**config.mk**
```make
export PLATFORM = sky130hd
export DESIGN_NAME = imem_arbiter
export DESIGN_NICKNAME = d
export VERILOG_FILES = /design/src/rtl/imem_arbiter.sv
export SDC_FILE = /design/constraint.sdc
export NUM_CORES = 1
export LEC_CHECK = 0
export BUFFER_PORTS_ARGS = -buffer_cell sky130_fd_sc_hd__buf_2
export CORE_UTILIZATION = 43
export CTS_CLUSTER_DIAMETER = 150
export DETAILED_ROUTE_END_ITERATION = 8
export MAX_ROUTING_LAYER = met4
export PLACE_DENSITY = 0.8
export SLEW_MARGIN = 20
export SYNTH_ARGS = -nofsm -noshare
export SYNTH_HDL_FRONTEND = slang
export SYNTH_SLANG_ARGS = --single-unit
```
**constraint.sdc**
```tcl
create_clock -name clk -period 2.6 [get_ports clk]
set_clock_uncertainty 0.1 [all_clocks]
set_input_delay 0.39 -clock clk [delete_from_list [all_inputs] [get_ports clk]]
set_output_delay 0.39 -clock clk [all_outputs]
set_load 0.01 [all_outputs]
```
**src/rtl/imem_arbiter.sv**
```systemverilog
// Two-port instruction memory arbiter: CPU fetch vs loader/debug.
// Combinational grant, registered read return, bounded-burst fairness.
module imem_arbiter #(
  parameter int AW        = 8,
  parameter int DW        = 32,
  parameter int MAX_BURST = 4
) (
  input  logic          clk,
  input  logic          reset,
  input  logic          f_req,
  input  logic [AW-1:0] f_addr,
  output logic          f_gnt,
  output logic          f_stall,
  output logic          f_rvalid,
  output logic [DW-1:0] f_rdata,
  input  logic          l_req,
  input  logic          l_we,
  input  logic [AW-1:0] l_addr,
  input  logic [DW-1:0] l_wdata,
  output logic          l_gnt,
  output logic          l_rvalid,
  output logic [DW-1:0] l_rdata,
  output logic [AW-1:0] mem_addr,
  output logic          mem_we,
  output logic [DW-1:0] mem_wdata,
  input  logic [DW-1:0] mem_rdata
);

  localparam int CW = $clog2(MAX_BURST + 1);
  localparam logic [CW-1:0] CMAX = CW'(MAX_BURST);

  typedef enum logic [1:0] {
    IDLE,
    FETCH,
    LOAD
  } owner_e;

  owner_e        owner_q, owner_d;
  logic [CW-1:0] cnt_q, cnt_d;
  logic          f_rvalid_q, f_rvalid_d;
  logic          l_rvalid_q, l_rvalid_d;
  logic [DW-1:0] f_rdata_q, f_rdata_d;
  logic [DW-1:0] l_rdata_q, l_rdata_d;
  logic          under_max;
  logic          l_rd_gnt;

  assign under_max = (cnt_q < CMAX);

  // Contention: stay with the owner until its burst is used up.
  always_comb begin
    f_gnt = 1'b0;
    l_gnt = 1'b0;
    unique case ({f_req, l_req})
      2'b11: begin
        unique case (owner_q)
          FETCH:   begin
            f_gnt = under_max;
            l_gnt = ~under_max;
          end
          LOAD:    begin
            l_gnt = under_max;
            f_gnt = ~under_max;
          end
          default: l_gnt = 1'b1;
        endcase
      end
      2'b10:   f_gnt = 1'b1;
      2'b01:   l_gnt = 1'b1;
      default: ;
    endcase
  end

  always_comb begin
    owner_d = IDLE;
    cnt_d   = '0;
    if (f_gnt) begin
      owner_d = FETCH;
      if (owner_q == FETCH)
        cnt_d = under_max ? cnt_q + CW'(1) : cnt_q;
      else
        cnt_d = CW'(1);
    end else if (l_gnt) begin
      owner_d = LOAD;
      if (owner_q == LOAD)
        cnt_d = under_max ? cnt_q + CW'(1) : cnt_q;
      else
        cnt_d = CW'(1);
    end
  end

  always_comb begin
    mem_addr  = '0;
    mem_wdata = '0;
    mem_we    = 1'b0;
    if (f_gnt) begin
      mem_addr = f_addr;
    end else if (l_gnt) begin
      mem_addr  = l_addr;
      mem_wdata = l_wdata;
      mem_we    = l_we;
    end
  end

  assign l_rd_gnt = l_gnt & ~l_we;

  always_comb begin
    f_rvalid_d = f_gnt;
    l_rvalid_d = l_rd_gnt;
    f_rdata_d  = f_gnt ? mem_rdata : f_rdata_q;
    l_rdata_d  = l_rd_gnt ? mem_rdata : l_rdata_q;
  end

  always_ff @(posedge clk or negedge reset) begin
    if (!reset) begin
      owner_q    <= IDLE;
      cnt_q      <= '0;
      f_rvalid_q <= 1'b0;
      l_rvalid_q <= 1'b0;
      f_rdata_q  <= '0;
      l_rdata_q  <= '0;
    end else begin
      owner_q    <= owner_d;
      cnt_q      <= cnt_d;
      f_rvalid_q <= f_rvalid_d;
      l_rvalid_q <= l_rvalid_d;
      f_rdata_q  <= f_rdata_d;
      l_rdata_q  <= l_rdata_d;
    end
  end

  assign f_stall  = f_req & ~f_gnt;
  assign f_rvalid = f_rvalid_q;
  assign f_rdata  = f_rdata_q;
  assign l_rvalid = l_rvalid_q;
  assign l_rdata  = l_rdata_q;

endmodule

```
# --- Word level (Yosys, flattened, before mapping) ---
# Cells that the tools add are included.
word_totals:
  ff_bits: 71
  elab_cells: 35
op_classes:
  n_mux: 17
  addsub: 1
  n_eq_ne: 5
  bitwise: 5
  order_cmp: 1
ops:
  columns: ["cell", "n"]
  rows:
  - ["32-bit two-way mux", 2]
  - ["8-bit two-way mux", 2]
  - ["3-bit two-way mux", 5]
  - ["1-bit one-hot mux with 2 select lines", 4]
  - ["2-bit equality test (second input constant)", 3]
  - ["2-bit by 1-bit equality test with 1-bit output (second input constant)", 2]
  - ["2-bit two-way mux", 2]
  - ["3-bit by 1-bit adder with 3-bit output (second input constant)", 1]
  - ["3-bit less-than comparator (second input constant)", 1]
  - ["1-bit NOT", 3]
  - ["1-bit bitwise AND", 2]
  - ["1-bit two-way mux", 2]

# --- Depth between registers and ports, before layout ---
# Gate-level depths: netlist of the first run.
depth:
  depth_word: 6
  ltp_mapped: 7
  depth_no_buf: 6

# --- Worst setup path before layout of the first run ---
# No wires, ideal clock.
synth_timing:
  path_kind: "reg-to-output"
  from: "register owner_q[0]"
  to: "output port mem_addr[1]"
  path_buffers: 1
  stages_incl_launch_ff: 8
  required_ns: 2.110
  arrival_ns: 1.723
  path_slack_ns: 0.387
  path_cell_list: "dfrtp_1 > inv_1 > ha_1 > nor2b_2 > a211oi_2 > o21ai_2 > buf_4 > a32o_1"
synth_between:
  elab_chain_cells: 5
synth_lines:
  columns: ["item", "line_no", "source"]
  rows:
  - ["start: declaration", "38", "owner_e owner_q, owner_d;"]
  - ["start signal: assignment", "122", "owner_q <= owner_d;"]
  - ["2-bit equality test or 2-bit by 1-bit equality test with 1-bit output (tied branches)", "55", "unique case (owner_q)"]
  - ["1-bit one-hot mux with 2 select lines", "55", null]
  - ["1-bit one-hot mux with 2 select lines", "53", "unique case ({f_req, l_req})"]
  - ["8-bit two-way mux", "97", "end else if (l_gnt) begin"]
  - ["8-bit two-way mux *", "95", "if (f_gnt) begin"]
  - ["end: declaration", "23", "output logic [AW-1:0] mem_addr,"]
# Every way passes the cells marked *; elsewhere a longest branch is shown, timed or not.

# --- Worst setup path in the final report of the first run ---
layout_timing:
  from: "register cnt_q[2]"
  to: "output port mem_wdata[21]"
layout_between:
  elab_chain_cells: 6
layout_lines:
  columns: ["item", "line_no", "source"]
  rows:
  - ["start: declaration", "39", "logic [CW-1:0] cnt_q, cnt_d;"]
  - ["start signal: assignment", "123", "cnt_q <= cnt_d;"]
  - ["3-bit less-than comparator *", "47", "assign under_max = (cnt_q < CMAX);"]
  - ["1-bit NOT", "58, 62", null]
  - ["1-bit one-hot mux with 2 select lines", "55", null]
  - ["1-bit one-hot mux with 2 select lines", "53", null]
  - ["32-bit two-way mux", "97", null]
  - ["32-bit two-way mux *", "95", null]
  - ["end: declaration", "25", "output logic [DW-1:0] mem_wdata,"]
# Marked as above.

==> results.md, run 1 <==
- Outcome: finished clean
- CTS tree: yes
- Post-synthesis register bit count: 70
- Vias in the first global route: roughly 2300
- Minimum clock period: 2.51 ns
- Synth unique cells: 30
- Number of nets with antenna violations after routing: 0
- Peak supply drop: between 400 and 500 uV
- Worst-path clk slew: approximately 0.070 ns
- Total wire length: about 7.8 mm
- Synth top area cells: dfrtp_1, mux2_2, and3_1
- Wire per inst: around 15 um
- Achievable Freq: around 400 MHz
- Max-Slew Margin vs Limit: 65.9%
- Crit path cell chain: mux2i_2 > inv_1 > o21ai_2 > buf_12 > and3_1 > buf_2
- Lkg Pwr: 2.37 nW
- Avg Cell Area, Syn: between 10 and 15 um2
- # DRC: 0
- RSZ-0062 raised after global routing: yes
- Setup violators final: 0
- Die span in x: about 87 um
- Crit path max fanout: 42
- WP data arrival: between 2 and 2.5 ns
- CTS root buffer: clkbuf_8
- CP peak stage delay: between 0.5 and 0.6 ns
- WL met2: about 4 mm
- Clock insertion delay at the later pin of the skew report: about 0.33 ns
- Max layer used: met4
- CP Class: flop to output pin
- Hold Vio Cnt, Final: 0
- CP bufs+invs: 3
- GR Overflow Total: 0
- Core area: 6910 um2
- TritonCTS Buffers: 9
- Ratio of cells with drive above 1 in the final layout: about two thirds
- Ys flop type: dfrtp_1
- Largest net degree at the start of global routing: 43
- Initial DRC count: between 100 and 150
- CP Capture Type: output pin
- Placed cell area: between 4000 and 5000 um2
- Max_cap viols: 0
- Routability cong.: between 0.8 and 0.9
- Post-route clock period utilization: 96.5%
- Clk sinks: 70
- Vias post-DR: 2625
- First-pass GRT wire length: ~12 mm
- Area delta synth->final: 44.9%
- Synth cell count leaders: dfrtp_1, mux2_2, and3_1, a32o_1, a21oi_1
- Design Area, Final: around 4500 um2
- Fin. max-slew vios: 0
- Std-Cell Rows: 30
- CP Launch Type: flop
- Drt first pass iters: 4
- Highest-delay cell along the critical path: dfrtp_1
- Leading area contributor after synthesis: dfrtp_1
- Met1 wire length: 3.23 mm
- Synth async-reset ratio: 100%
- Die Area: ~7600 um2
- Core Util, Final: 65.9%
- Tot Pwr: between 3 and 4 mW
- Post-synth top area share: ~56%
- Syn Nets: about 320
- Critical Path RT: 2.11 ns
- Die span in y: just under 90 um
- Kind of cell adding the most delay to the critical path: flip-flops
- Sequential fraction of the synthesis area: 55.8%
- Most common cell in the synthesized netlist: dfrtp_1
- Post-DP HPWL: ~5.8 mm
- Yosys warnings: 0
- Layout Nets: ~520
- Synthesized cell area: 3140 um2
- Initial Utilization: around 45%
- Diodes inserted: 0
- Initial antenna violation count: 0
- Top Ports: around 200
- Post-synth EDFFs: 0
- Worst Max-Slew Pin Slew: slightly above 0.5 ns
- WL met3: about 460 um
- Htree depth: 3
- Drt via density: between 4 and 5
- Total GRT Usage: about a fifth
- Hold WC Path Type: input pin to flop
- Longest Clk Path Bufs: 2
- Number of port buffers: about 190
- TNS Setup: 0 ns
- PwrDens: roughly 730 nW/um2
- Mapped Cells: 230
==> metrics by stage <==
step	hold WS, ns	std cells	setup WS (ns)
2_1_floorplan	-0.00559	230	0.387
3_3_place_gp	0.296	512	0.288
3_5_place_dp	0.295	512	0.215
4_1_cts	0.172	531	0.0230
5_1_grt	0.167	531	-0.0316
6_report	0.193	531	0.0921
==> layer usage <==
| layer | track usage (%) | vias to the layer above |
|---|---|---|
| met3 | 5.59 | 7 |
| met5 | - | - |
| met1 | 25.3 | 1283 |
| li1 | - | 1237 |
| met4 | 6.11 | 0 |
| met2 | 33.4 | 98 |
==> placed cells by master, fill, tap and decap left out, types with 3 or more instances in the layout <==
cell         n
buf_12       3
and3_1      33
clkbuf_8    11
inv_1        5
a21oi_1      6
o21ai_0      3
a32o_1       9
dfrtp_1     70
mux2_1       3
bufinv_16    3
buf_2      194
buf_4        6
mux2_2      61
==> flip-flops by register name, summed over array words and instances (netlist names) <==
register / flops
owner_q: 2
l_rdata: 32
f_rdata: 32
l_rvalid: 1
cnt_q: 3
==> cell families (layout without fill, tap and decap cells) <==
| logic type | after synthesis | count (layout) | synth area share (%) |
|---|---|---|---|
| adders and majority gates | 3 | 3 | 1.20 |
| AOI/OAI and AO/OA | 26 | 26 | 6.90 |
| and+or+nand+nor | 43 | 43 | 8.41 |
| DFF | 70 | 70 | 55.8 |
| muxes | 66 | 66 | 23.6 |
| buffers and inverters | 22 | 227 | 4.11 |
==> where the power goes <==
part           switching, mW  total, mW  internal (mW)
logic                  0.417      0.857          0.440
clock network          0.393       1.08          0.689
registers             0.0884       1.37           1.28
total                  0.898       3.31           2.41
==> worst paths after layout <==
kind                                    start            end  slack, ns  cells after the start
worst max-delay path                 cnt_q[2]  mem_wdata[21]       0.09                      6
worst min-delay path            mem_rdata[27]    l_rdata[27]       0.19                      2
max in group asynchronous               reset     f_rdata[9]       1.35                      3
worst max register to register     owner_q[1]    f_rdata[27]       0.41                      8
min in group asynchronous               reset     l_rdata[7]       0.45                      2
worst min register to register    l_rdata[27]    l_rdata[27]       0.39                      1
==> worst reg2reg max path, cell delays in order (launching register included) <==
cell	delay (ns)
dfrtp_1	0.41
inv_1	0.07
ha_2	0.26
mux2i_2	0.10
buf_4	0.16
a21oi_4	0.18
buf_6	0.20
buf_4	0.24
mux2_2	0.37
==> layout make-up <==
cell class,instances,area (um2)
multi-input cells,138,1290
clock inverters,5,105
flip-flops and latches,70,1750
clock buffers,11,151
inverters,5,18.8
fillers,548,2360
repair buffers,206,1110
well taps,96,120
==> what timing repair did <==
item | in CTS | in global routing
hold buffers | 1 | 0
endpoints found under the setup margin | 41 | 41
pin swaps | 1 | 1
hold endpoints to repair | 21 | 0
resized for setup | 5 | 5
setup buffers | 2 | 0
Note: power is estimated with default switching activity, not from simulation.
==> inputs of run 2 (changes only) <==
REMOVE_ABC_BUFFERS = 1   (was not set)
==> run 2 against run 1 <==
Critical path depth is 1 higher. Cell count is 1.5% higher. Sequential power hardly changed. Non-clock buffer count is 8 higher. Combinational power is 5.7% higher. Largest power group unchanged.
==> results.md, run 2 (synthesis gave the netlist of run 1 again) <==
- Die span in y: 87.4 um (unchanged)
- Number of port buffers: 194 (unchanged)
- Std-Cell Rows: 30 (unchanged)
- Max_cap viols: 0 (unchanged)
- Initial antenna violation count: 0 (unchanged)
- CP Class: flop to output pin (unchanged)
- WP data arrival: 2.11 ns (was 2.02 ns)
- Clk sinks: 70 (unchanged)
- Crit path max fanout: 21 (was 42)
- Layout Nets: 526 (was 518)
- Hold WC Path Type: input pin to flop (unchanged)
- Met1 wire length: 3.29 mm (was 3.23 mm)
- Outcome: finished clean (unchanged)
- Core area: 6910 um2 (unchanged)
- Post-DP HPWL: 6.24 mm (was 5.75 mm)
- Minimum clock period: 2.60 ns (was 2.51 ns)
- Hold Vio Cnt, Final: 0 (unchanged)
- Number of nets with antenna violations after routing: 0 (unchanged)
- Most frequent cells in the layout: buf_2, dfrtp_1, mux2_2 (unchanged)
- Worst Setup EP: mem_addr[1] (was mem_wdata[21])
- Crit path from: owner_q[0] (was cnt_q[2])
- # DRC: 0 (unchanged)
- Vias in the first global route: 2476 (was 2319)
- Max-Slew Margin vs Limit: 62.7% (was 65.9%)
- Longest Clk Path Bufs: 2 (unchanged)
- Peak supply drop: 404 uV (was 493 uV)
- CP Capture Type: output pin (unchanged)
- Register area: 1750 um2 (about the same)
- Worst Max-Slew Pin Slew: 0.559 ns (was 0.511 ns)
- Hold slack: 0.167 ns (was 0.193 ns)
- Ratio of cells with drive above 1 in the final layout: 69.1% (was 66.7%)
- Die span in x: 87.4 um (unchanged)
- Wire per inst: 16.1 um (was 14.7 um)
- Htree depth: 3 (unchanged)
- Worst-path clk slew: 0.08 ns (was 0.07 ns)
- Initial DRC count: 99 (was 113)
- Fin. max-slew vios: 0 (unchanged)
- Critical Path RT: 2.11 ns (about the same)
- WL met3: 593 um (was 457 um)
- Initial Utilization: 45.5% (unchanged)
- Register-to-Register Path Depth: 9 (was 8)
- Clock insertion delay at the later pin of the skew report: 0.34 ns (was 0.33 ns)
- Lkg Pwr: 2.39 nW (was 2.37 nW)
- Max layer used: met4 (unchanged)
- Total wire length: 8.67 mm (was 7.83 mm)
- First-pass GRT wire length: 12.2 mm (was 11.6 mm)
- # fillers: 588 (was 548)
- Drt via density: 5.07 (was 4.94)
- Routability cong.: 0.791 (was 0.855)
- Die Area: 7650 um2 (unchanged)
- Drt first pass iters: 4 (unchanged)
- Total GRT Usage: 22.1% (was 20.6%)
- WL met2: 4.67 mm (was 4.07 mm)
- Critical R2R Launch: owner_q[0] (was owner_q[1])
- RSZ-0062 raised after global routing: yes (unchanged)
- Diodes inserted: 0 (unchanged)
- Area delta synth->final: 47.8% (was 44.9%)
- CTS tree: yes (unchanged)
- Worst R2R End: l_rdata[7] (was f_rdata[27])
- Achievable Freq: 385 MHz (was 399 MHz)
- CP Launch Type: flop (unchanged)
- Vias post-DR: 2735 (was 2625)
- Top Ports: 195 (unchanged)
- Setup violators final: 0 (unchanged)
- Commonest non-fill, non-tap cell in the layout: buf_2 (unchanged)
- Largest net degree at the start of global routing: 42 (was 43)
- TritonCTS Buffers: 9 (unchanged)
- Core Util, Final: 67.2% (was 65.9%)
- Area occupied by multi-input gates: 1340 um2 (was 1290 um2)
- GR Overflow Total: 0 (unchanged)
- Post-route clock period utilization: 99.9% (was 96.5%)
- PwrDens: 684 nW/um2 (was 727 nW/um2)
- CTS root buffer: clkbuf_8 (unchanged)
- Reg2Reg Setup Slack: 0.30 ns (was 0.41 ns)
-- run 2: changes by cell type in the layout (fill, tap and decap cells not counted), moves of 3 or more --
| cell | delta |
|---|---|
| buf_4 | +9 |
| buf_2 | -6 |
| buf_6 | +6 |
| and3_1 | -4 |
| and3_4 | +4 |
| inv_1 | -3 |
| inv_2 | +3 |
-- run 2: per-layer routing --
| metal | vias to the layer above | global-route usage, % |
|---|---|---|
| met3 | 12 | 5.88 |
| met2 | 123 | 37.6 |
| li1 | 1261 | - |
| met4 | 0 | 8.64 |
| met1 | 1339 | 24.7 |
| met5 | - | - |
-- run 2: power breakdown --
part | switching [mW] | leakage (nW) | total, mW | internal [mW]
Sequential | 0.0930 | 0.825 | 1.37 | 1.28
Combinational | 0.434 | 1.47 | 0.906 | 0.472
Clock | 0.441 | 0.0944 | 0.896 | 0.456
-- run 2: layout make-up --
| type | count | share of cell area, % |
|---|---|---|
| multi-input cells | 138 | 29.0 |
| inverters | 5 | 0.405 |
| clock buffers | 9 | 2.67 |
| clock inverters | 7 | 1.75 |
| flip-flops and latches | 70 | 37.8 |
| well taps | 96 | 2.59 |
| repair buffers | 214 | 25.8 |
-- run 2: timing repair --
item,CTS,global route
setup endpoints to repair,41,41
endpoints found under the hold margin,24,0
cloned,0,3
setup buffers,2,6
pin swaps,1,7
hold buffers,1,0
resized for setup,5,19
-- run 2: how the worst min path moves through the flow --
stage                        from          end  cells after the start
global route        mem_rdata[28]  l_rdata[28]                      2
floorplan                   reset     cnt_q[0]                      0
CTS                 mem_rdata[30]  f_rdata[30]                      2
finish              mem_rdata[30]  f_rdata[30]                      2
detailed placement          reset  l_rdata[25]                      1
global placement            reset   l_rdata[5]                      1
-- run 2: critical path, stage by stage (launching register included) --
cell	delay (ns)
dfrtp_1	0.44
inv_2	0.07
ha_4	0.26
a211oi_4	0.28
o21ai_4	0.15
buf_12	0.17
a32o_1	0.26
buf_2	0.14
-- run 2: through the flow --
stage	setup slack (ns)	power, mW	TNS (ns)	instances	instance area [um2]
finish	0.00325	3.18	0	539	4640
detailed placement	0.221	2.23	0	511	4200
CTS	0.000635	3.15	0	530	4450
global placement	0.306	2.20	0	511	4200
floorplan	-0.178	1.81	-2.79	213	3030
global route	-0.0665	3.34	-0.923	539	4640
